<file path="src/rtl/regfile_wr_arbiter_pkg.sv">
// Shared sizing for the register-file writeback arbiter.
// Defaults match the RegisterFile port widths.
package regfile_wr_arbiter_pkg;

  localparam int WB_ADDR_W  = 5;
  localparam int WB_DATA_W  = 32;
  localparam int NUM_WB_REQ = 3;

endpackage

</file>
<file path="src/rtl/regfile_wr_arbiter_rr_arbiter.sv">
// Round-robin arbiter: one-hot grant, search starts after last winner.
// Reusable for any N-way arbitration with an internally held pointer.
module rr_arbiter #(
  parameter int N = 3
) (
  input  logic         clk,
  input  logic         rst_n,
  input  logic [N-1:0] req,
  input  logic         advance,
  output logic [N-1:0] grant
);

  localparam int LW = (N > 1) ? $clog2(N) : 1;
  localparam logic [LW:0] NV = (LW+1)'(N);
  localparam logic [LW-1:0] LAST_RST = LW'(N-1);

  logic [LW-1:0] last_q;
  logic [LW-1:0] last_d;
  logic [LW:0]   j;
  logic          found;

  always_comb begin
    grant  = '0;
    last_d = last_q;
    j      = '0;
    found  = 1'b0;
    for (int k = 1; k <= N; k++) begin
      j = {1'b0, last_q} + (LW+1)'(k);
      if (j >= NV) j = j - NV;
      if (!found && req[j[LW-1:0]]) begin
        found             = 1'b1;
        grant[j[LW-1:0]]  = 1'b1;
        last_d            = j[LW-1:0];
      end
    end
    if (!advance) last_d = last_q;
  end

  always_ff @(posedge clk or negedge rst_n) begin
    if (!rst_n) last_q <= LAST_RST;
    else        last_q <= last_d;
  end

endmodule

</file>
<file path="src/rtl/regfile_wr_arbiter.sv">
// Shares the register-file write port among writeback sources.
// One holding buffer per source, round-robin drain, pending-rd mask.
module regfile_wr_arbiter
  import regfile_wr_arbiter_pkg::*;
#(
  parameter int NUM_REQ    = NUM_WB_REQ,
  parameter int ADDR_WIDTH = WB_ADDR_W,
  parameter int DATA_WIDTH = WB_DATA_W
) (
  input  logic                          Wrclk,
  input  logic                          rst_n,
  input  logic [NUM_REQ-1:0]            req_valid,
  output logic [NUM_REQ-1:0]            req_ready,
  input  logic [NUM_REQ*ADDR_WIDTH-1:0] req_rd,
  input  logic [NUM_REQ*DATA_WIDTH-1:0] req_data,
  output logic [ADDR_WIDTH-1:0]         Rw,
  output logic [DATA_WIDTH-1:0]         busW,
  output logic                          RegWr,
  output logic [$clog2(NUM_REQ)-1:0]    grant_id,
  output logic [2**ADDR_WIDTH-1:0]      pend_mask
);

  localparam int IW = $clog2(NUM_REQ);

  logic [NUM_REQ-1:0]    pend_v_q;
  logic [NUM_REQ-1:0]    pend_v_d;
  logic [ADDR_WIDTH-1:0] pend_rd_q   [NUM_REQ];
  logic [ADDR_WIDTH-1:0] pend_rd_d   [NUM_REQ];
  logic [DATA_WIDTH-1:0] pend_data_q [NUM_REQ];
  logic [DATA_WIDTH-1:0] pend_data_d [NUM_REQ];

  logic [NUM_REQ-1:0]    grant;
  logic [NUM_REQ-1:0]    acc;
  logic [ADDR_WIDTH-1:0] rd_in;

  rr_arbiter #(
    .N (NUM_REQ)
  ) u_arb (
    .clk     (Wrclk),
    .rst_n   (rst_n),
    .req     (pend_v_q),
    .advance (1'b1),
    .grant   (grant)
  );

  assign req_ready = ~pend_v_q | grant;
  assign acc       = req_valid & req_ready;

  // Writes to x0 are accepted but never buffered.
  always_comb begin
    pend_v_d = pend_v_q;
    rd_in    = '0;
    for (int i = 0; i < NUM_REQ; i++) begin
      pend_rd_d[i]   = pend_rd_q[i];
      pend_data_d[i] = pend_data_q[i];
      rd_in          = req_rd[i*ADDR_WIDTH +: ADDR_WIDTH];
      if (grant[i]) pend_v_d[i] = 1'b0;
      if (acc[i] && rd_in != '0) begin
        pend_v_d[i]    = 1'b1;
        pend_rd_d[i]   = rd_in;
        pend_data_d[i] = req_data[i*DATA_WIDTH +: DATA_WIDTH];
      end
    end
  end

  always_comb begin
    RegWr    = |grant;
    Rw       = '0;
    busW     = '0;
    grant_id = '0;
    for (int i = 0; i < NUM_REQ; i++) begin
      if (grant[i]) begin
        Rw       = pend_rd_q[i];
        busW     = pend_data_q[i];
        grant_id = IW'(i);
      end
    end
  end

  always_comb begin
    pend_mask = '0;
    for (int i = 0; i < NUM_REQ; i++) begin
      if (pend_v_q[i]) pend_mask[pend_rd_q[i]] = 1'b1;
    end
  end

  always_ff @(posedge Wrclk or negedge rst_n) begin
    if (!rst_n) begin
      pend_v_q <= '0;
      for (int i = 0; i < NUM_REQ; i++) begin
        pend_rd_q[i]   <= '0;
        pend_data_q[i] <= '0;
      end
    end else begin
      pend_v_q <= pend_v_d;
      for (int i = 0; i < NUM_REQ; i++) begin
        pend_rd_q[i]   <= pend_rd_d[i];
        pend_data_q[i] <= pend_data_d[i];
      end
    end
  end

endmodule

</file>
<file path="config.mk">
export PLATFORM = sky130hd
export DESIGN_NAME = regfile_wr_arbiter
export DESIGN_NICKNAME = d
export VERILOG_FILES = /design/src/rtl/regfile_wr_arbiter_pkg.sv /design/src/rtl/regfile_wr_arbiter_rr_arbiter.sv /design/src/rtl/regfile_wr_arbiter.sv
export SDC_FILE = /design/constraint.sdc
export NUM_CORES = 1
export LEC_CHECK = 0
export BUFFER_PORTS_ARGS = -buffer_cell sky130_fd_sc_hd__buf_2
export CORE_MARGIN = 10
export CORE_UTILIZATION = 47
export DETAILED_ROUTE_END_ITERATION = 10
export PLACE_DENSITY = 0.74
export RECOVER_POWER = 100
export SLEW_MARGIN = 20
export SYNTH_ARGS = -nofsm -noshare
export SYNTH_HDL_FRONTEND = slang
export SYNTH_SLANG_ARGS = --single-unit
</file>
<file path="constraint.sdc">
create_clock -name Wrclk -period 2.9 [get_ports Wrclk]
set_input_delay 0 -clock Wrclk [delete_from_list [all_inputs] [get_ports Wrclk]]
set_output_delay 0 -clock Wrclk [all_outputs]
set_load 0.05 [all_outputs]
</file>
==> run summary, run 1 <==
The clock latency of the later-clocked register in the worst-skew pair is 0.43 ns, and the share of flip-flops with an asynchronous set or reset after synthesis is 100%. STA classifies the critical path endpoint as a primary output. The first detailed-routing pass took 5 iterations. The final route contains 6384 vias.

The count of pins over their slew limit was 0; the total length of routed wires was 25800 microns. The logs give 7670 sq um for the total cell area at the placement stage and 0.878 for the final weighted congestion of routability-driven global placement. Cells with a size suffix above 1 make up 36.1% of the layout.

The proportion of synthesized area in mux cells is 18.6%, and the setup TNS is -8.97 ns. The tools report the number of non-filler instances in the completed layout as 1075. The maximum net fanout on the critical path is 7, and the number of ports placed on the die boundary is 191. Root buffer selected by CTS: clkbuf_16. With fillers left out, the area of the finished cells amounts to 9820 sq um. Based on the critical path, the design can be clocked at up to 0.313 GHz.

Of all cell types, the one taking the most synthesized area is dfrtp_1. The number of nets at the end of the flow is 1006. For the number of endpoints failing setup at the final stage, the log shows 39.

Sorting the synthesized cells by how often they occur yields 115 x dfrtp_1, 76 x nand2_1, 42 x and3_1. The flow ran to the end, but the final reports show violations. Synthesis instantiated 52 different standard cells from the library. The H-tree was split into 4 levels.

The logs give 2.90 ns for the data required time of the worst path and 26.8% for the overall global routing resource usage. The area enclosed by the die boundary is 19000 sq um. The gate count of the mapped netlist is 563. The total DRC errors in the routed layout is 0, and the number of buffers between clock root and the deepest sink is 2. The run gives 14900 microns as the placed wire-length estimate. The tools report the normalized max-slew margin as 6.34%.

After Yosys synthesis, full adders, half adders and majority gates account for 1.15% of the synthesized area. Once the floorplan was initialized, standard cells occupied 48.7% of the core. For this design, the sink count on the clock tree is 116. From synthesis to final layout, the design area changed by 50.6%. The worst setup path is of the reg -> out kind. The count of buffers from port buffering was 190; the xor and xnor fraction of the mapped netlist area was 0%.

In this run, placement finished with an instance count of 916. For the pin with the worst max-slew slack, the measured transition is 1.40 ns. Class of the tightest hold or removal check: in -> reg. The minimum clock period works out to 3.19 ns. For the synthesized cell area, the log shows 6520 sq um. STA puts the critical path data arrival time at 3.19 ns. The detail route stage leaves a number of antenna-violating nets equal to 0. The main combinational cell family by area after synthesis was multiplexers. The most used flip-flop cell after synthesis was dfrtp_1. The mean number of vias per cell came out at 5.94. Reported max-cap violation count: 0. The die outline width is 138 microns, and the standard cell core area is 13400 sq um. The final clock period utilization by the worst path works out to 110%. The average instance area after synthesis came out at 11.6 sq um. The initialized floorplan defines 42 standard-cell rows.

The most common cell in the synthesized netlist is dfrtp_1. After the first detailed-routing iteration, the DRC count stood at 506. TritonCTS built the clock tree. For the final setup slack of the worst path, the log shows -0.293 ns. By area the synthesized netlist is led by dfrtp_1 44%, mux2_2 6.9%, mux2_4 6.9%, a221o_1 5.7%, mux2_1 4.8%. The synthesized design contains 0 enable-type register cells.

Setup repair after global routing could not meet its margin everywhere. Of the synthesized area, sequential elements account for 44.5%. Summed over all layers, the global routing overflow is 0. Area fraction in compound gates after synthesis: 15.3%. The number of storage elements in the synthesis netlist came out at 116. The final reports fail on negative setup slack. Entering global routing, the biggest net connects 55 pins. The number of nets produced by synthesis is 685, and the clock slew at the register clock pins of the worst setup and hold paths is 0.05 ns.

The fraction of the mapped netlist area in simple logic gates was 14.5%; the count of synthesis-stage warnings from yosys was 0. The first global-routing pass estimated 39100 microns of wire. The via count of the first global-routing pass is 6933, and the vertical extent of the die is 138 microns. The number of antenna violations at the first check in global routing came out at 1. Clock tree synthesis inserted a total of 17 buffers.

Dividing the detail-routed wire length by the instance count gives 24.0 microns. STA classifies the critical path startpoint as a flop. The run gives 0 as the final number of hold-violating endpoints.

The clock arrives with 0.0202 ns of skew. The synthesized design devotes to its leading area cell type 44.1% of total area.
-- cells in the final DEF (no fill, tap or decap), drive strengths merged, types with 2 or more instances in the layout --
master	instances
inv	10
buf	198
nor2b	3
o21ai	5
a22o	5
a21oi	3
diode	2
ha	6
and2	2
nand2	76
nand3	2
nor3b	12
and3b	8
dfrtp	115
a32o	11
a22oi	33
a21boi	2
a221o	37
a21o	3
bufinv	2
and3	43
or2	2
a211oi	2
mux2	98
a222oi	2
clkinv	5
o22ai	3
nor2	15
clkbuf	59
nand2b	3
or4	3
nor3	7
dlygate4sd3	114
-- sequential cells by signal (all words and copies together), names as in the netlist --
name	flops
pend_v_q	3
u_arb.last_q	2
pend_rd_q	15
pend_data_q	96
-- repair_timing --
action,in CTS,in global routing
pin swaps,16,12
setup endpoints to repair,105,77
cloned,4,0
gates resized for setup,101,11
hold buffers,114,0
endpoints found under the hold margin,163,0
setup buffers,6,3
-- final timing paths --
path / from / to / slack [ns] / cells past startpoint
max: u_arb.last_q[1]$_DFFE_PN1P_ / busW[21] / -0.29 / 14
min: req_valid[2] / pend_rd_q[4]$_DFFE_PN0P_ / 0.06 / 3
max reg2reg: u_arb.last_q[1]$_DFFE_PN1P_ / pend_rd_q[3]$_DFFE_PN0P_ / 0 / 12
min reg2reg: pend_data_q[65]$_DFFE_PN0P_ / pend_data_q[65]$_DFFE_PN0P_ / 0.49 / 1
max in group asynchronous: rst_n / pend_data_q[74]$_DFFE_PN0P_ / 0.91 / 3
min in group asynchronous: rst_n / pend_data_q[79]$_DFFE_PN0P_ / 0.42 / 2
-- worst max-delay path, stage by stage, from the launching register on --
cell and delay (ns):
dfstp_2 0.53, inv_2 0.05, ha_4 0.25, buf_6 0.14
nor2_4 0.09, a22oi_4 0.07, nor4_4 0.30, buf_4 0.20
o2bb2a_4 0.18, inv_4 0.07, nor3_4 0.04, buf_6 0.15
buf_12 0.14, a221o_1 0.36, buf_6 0.19
-- stage by stage --
| stage | hold WS (ns) | util (%) | setup slack [ns] |
|---|---|---|---|
| after floorplan | -0.296 | - | 0.0968 |
| after global placement | 0.0813 | 57.2 | -0.136 |
| after detailed placement | 0.0870 | 57.2 | -0.220 |
| after CTS | 0.0323 | 73.4 | -0.296 |
| after global routing | 0.0891 | 73.3 | -0.365 |
| final | 0.0597 | 73.3 | -0.293 |
-- final cells by class --
class,count,area [sq um]
fill,877,3580
multi-input combinational,392,3340
sequential,116,2900
timing repair buffer,347,2730
clock buffer,24,482
tap,176,220
clock inverter,8,100
inverter,10,40.0
antenna,2,5.00
-- metal layers --
layer	GRT usage [%]	vias to the layer above	wire, microns
met4	15.1	0	1120
met2	45.4	399	12900
met1	29.2	3143	9270
met3	8.59	90	2460
li1	-	2752	-
met5	0	-	0
-- cells by family after synthesis --
kind of cell / after synthesis
AOI/OAI and AO/OA: 110
adders and majority gates: 6
buffers and inverters: 56
DFF: 116
muxes: 98
and+or+nand+nor: 177
Power of run 1 is not shown: default switching activity piles up to over one toggle a cycle in this logic, so the estimate is an artifact.
==> inputs of run 2 (changes only) <==
Settings changed: ABC_AREA from default to 1, CORE_UTILIZATION 47 to 48, PLACE_DENSITY 0.74 to 0.75.
==> run 2 against run 1 <==
  * The flow finishes with violations (max-capacitance violations, max-slew violations, negative setup slack)
  * Die area rose by 2.3%
  * Sequential share of layout area shrank 2.4 points
  * Cell count rose by 38%
  * Global-route usage rose by 0.56 points
  * Utilization grew 3.3 points
  * Register-to-register slack improved by 0.07 ns
  * Hold slack gained 0.15 ns
  * Sequential cell count unchanged
  * Setup slack gained 0.18 ns
  * Critical path type unchanged
==> run summary, run 2 <==
The flow ran to the end, but the final reports show violations. The final reports fail on max-capacitance violations, max-slew violations, negative setup slack. For the number of buffers between clock root and the deepest sink, the log shows 2. The library cells used most frequently in the layout, excluding fill and tap cells, are 383 x nand2_1, 149 x buf_2, 128 x nand3_1.

TritonCTS built the clock tree. The synthesized cell area was 6840 sq um. Counting flops per register, the top entry is pend_data_q.

The logs give 27.4% for the overall global routing resource usage and 3.01 ns for the arrival time of data at the critical path endpoint. Worst min-delay path startpoint: req_valid[0]. The cell at the slowest stage of the critical path was dfstp_2. The region available for standard cell placement spans 13900 sq um. The routed layout has 8503 vias. For the number of endpoints failing setup at the final stage, the log shows 36. nand2_1 is the most common cell in the netlist. The Yosys step of the flow raised 0 warnings. The final number of hold-violating endpoints is 0. Most common cell after layout, fill and taps aside: nand2_1. Summed over all layers, the global routing overflow is 0. In the final routed layout, each cell accounts on average for 20.6 microns. The tools report the final setup slack of the worst path as -0.109 ns. The final layout contains 1408 nets.

Portion of the post-synthesis area used by sequential elements: 42.4%. The run gives 191 as the number of ports placed on the die boundary. In this run the vertical extent of the chip is 139 microns. The number of DRC markers in iteration 0 is 928, and the share of flip-flops with an asynchronous set or reset after synthesis is 100%. Headroom to the max-slew limit came out at -11.5%. Once detail routing completed, the nets flagged for antenna violations numbered 0. The clock tree skew after final layout was 0.00860 ns. The worst setup path is of the reg -> out kind. The synthesized design devotes to its leading area cell type 42.1% of total area.

In this run, CTS created clock tree buffers numbering 17. By area the synthesized netlist is led by dfrtp_1 42%, nand2_1 23%, nand3_1 11%, inv_1 4.0%, nand4_1 3.4%. The final layout contains routed wiring with a total length of 30500 microns. The count of buffers from port buffering is 190, and the hold-critical path depth is 3.

The relative area change from synthesis to final layout works out to 56.0%. The number of antenna violations at the first check in global routing is 0. The pre-antenna-repair detailed-routing pass consisted of 8 iterations. The maximum net fanout on the critical path works out to 15.

After synthesis, the mean cell area works out to 7.05 sq um. Timing would allow up to 0.332 GHz. The worst reg2reg path depth works out to 17. The tools report the destination of the worst register-to-register timing path as pend_data_q[85]$_DFFE_PN0P_. The placed wire-length estimate came out at 17600 microns. Setup repair after global routing could not meet its margin everywhere. The reported max-cap violation count is 1. The logs give 49.1% for the effective utilization at floorplan and 117 for the pin count of the biggest net entering global routing. The tools report the terminating pin of the worst hold path as pend_data_q[72]$_DFFE_PN0P_. The later pin in the worst-skew pair is clocked with a latency of 0.42 ns.

The number of nets handed over by synthesis was 1093. For the pin with the worst max-slew slack, the measured transition is 1.67 ns. Counting the fill cells in the layout gives 921. For this design, the sink count on the clock tree is 116.

The die covers 19400 sq um. The critical path goes through inv_4 > ha_4 > buf_6 > nand2_4 > nor2_4 > inv_2 > nand2_4 > inv_2 > nand2_1 > nand2_1 > nand2_2 > nand2_4 > buf_12 > clkbuf_16 > nand3_1 > nand2_1 > buf_6. The class of the tightest hold or removal check is in -> reg.

The floorplan step set the die width to 139 microns. The setup check on the worst reg-to-reg path leaves a slack of 0.07 ns. After clock tree synthesis, the clock-pin slew on the worst setup and hold paths is 0.06 ns.

The final clock period utilization by the worst path was 104%. The largest registers in the layout are pend_data_q x96, pend_rd_q x15, pend_v_q x3. Ranked by instance count, the synthesized netlist is headed by 423 x nand2_1, 152 x nand3_1, 115 x dfrtp_1.

The run gives 28 as the number of distinct library cell variants in the gate-level netlist after synthesis. The minimum clock period works out to 3.01 ns. Most used flip-flop cell after synthesis: dfrtp_1. The via count of the first global-routing pass is 8212. The wire length of the first global-routing pass came out at 43200 microns. The congestion estimate from routability-driven global placement came to 0.924. The synthesized design contains 0 enable-type register cells.

The finished cells cover 10700 sq um. The register with the most flip-flops in the layout has 96 of them. After detailed routing, the number of remaining DRC violations is 0. The run gives 117 as the count of pins over their slew limit. The biggest area contributor in the post-synthesis netlist is dfrtp_1. CTS built an H-tree with a depth of 4.

The floorplan has 43 rows. The launching instance or port of the critical path was u_arb.last_q[1]$_DFFE_PN1P_. The worst setup path is launched from a flop.

The ratio of cells with drive above 1 in the final layout was 28.6%; the mean number of vias per cell was 5.75. STA classifies the critical path endpoint as a primary output. The number of storage elements in the synthesis netlist is 116. The root buffer selected by CTS was clkbuf_16.

The placed instances occupy a cell area of 7970 sq um. The largest single stage delay on the critical path is 0.58 ns. The startpoint identified for the worst register-to-register timing path is u_arb.last_q[1]$_DFFE_PN1P_.

The data required time of the worst path is 2.90 ns. Synthesis produced 971 cells.
-- run 2: changes by cell type after synthesis, sizes merged, moves of 12 or more --
cell | previous run | this run
inv | 10 | 82
a22oi | 33 | 0
o221ai | 0 | 24
nand4 | 0 | 37
buf | 27 | 40
nor3 | 7 | 28
and3 | 43 | 0
nor3b | 12 | 0
a221o | 37 | 0
nand2 | 76 | 432
nand3 | 2 | 156
mux2 | 98 | 0
-- run 2: cell families after synthesis --
logic type	Yosys count	synth area share, %
buffers and inverters	137	9.27
DFF	116	42.4
AOI/OAI and AO/OA	38	4.24
adders and majority gates	6	1.10
and+or+nand+nor	674	43.0
-- run 2: how the worst max path moves through the flow --
| stage | to | depth (start not counted) | slack (ns) |
|---|---|---|---|
| 4_1_cts | busW[4] | 16 | 0.008 |
| 3_5_place_dp | pend_data_q[20]$_DFFE_PN0P_ | 14 | 0.04 |
| 6_report | busW[26] | 17 | -0.11 |
| 3_3_place_gp | busW[29] | 16 | 0.06 |
| 2_1_floorplan | grant_id[0] | 12 | 0.24 |
| 5_1_grt | busW[26] | 17 | -0.20 |
-- run 2: routing by layer --
metal | GRT usage (%) | part of all wire, % | up-vias | routed length [microns]
li1 | - | - | 3795 | -
met1 | 29.4 | 35 | 3999 | 10600
met2 | 46.9 | 50 | 569 | 15400
met3 | 7.18 | 8.6 | 140 | 2620
met4 | 17.5 | 6.3 | 0 | 1930
met5 | 0 | 0 | - | 0
-- run 2: final cells by class --
cell class | instances | area, sq um | area share (%)
repair buffers | 351 | 2990 | 28.0
diodes | 1 | 2.50 | 0.0234
clock inverters | 9 | 104 | 0.973
flip-flops and latches | 116 | 2910 | 27.2
multi-input cells | 718 | 3660 | 34.2
well taps | 180 | 225 | 2.11
inverters | 82 | 325 | 3.05
clock buffers | 22 | 474 | 4.44
-- run 2: metrics by stage --
stage	setup TNS [ns]	hold WS [ns]	setup WS (ns)	std cells	utilization [%]
2_1_floorplan	0	-0.296	0.241	971	-
3_3_place_gp	0	0.134	0.0593	1311	57.2
3_5_place_dp	0	0.135	0.0418	1311	57.2
4_1_cts	0	0.159	0.00795	1460	71.3
5_1_grt	-6.16	0.250	-0.200	1478	76.6
6_report	-1.95	0.212	-0.109	1479	76.6
-- run 2: repair_timing --
action | CTS | global route
pin swaps | 4 | 30
hold buffers | 115 | 0
setup buffers | 2 | 13
resized for setup | 63 | 145
gates cloned | 1 | 5
endpoints found under the hold margin | 228 | 0
endpoints found under the setup margin | 40 | 45
-- run 2: worst max-delay path: cells and delay by family, from the launching register on --
family	cells	cell delay, ns
simple gates	9	0.90
fa+ha+maj	1	0.30
buf+inv	7	0.78
flops	1	0.58
Power of run 2 is left out for the same reason.
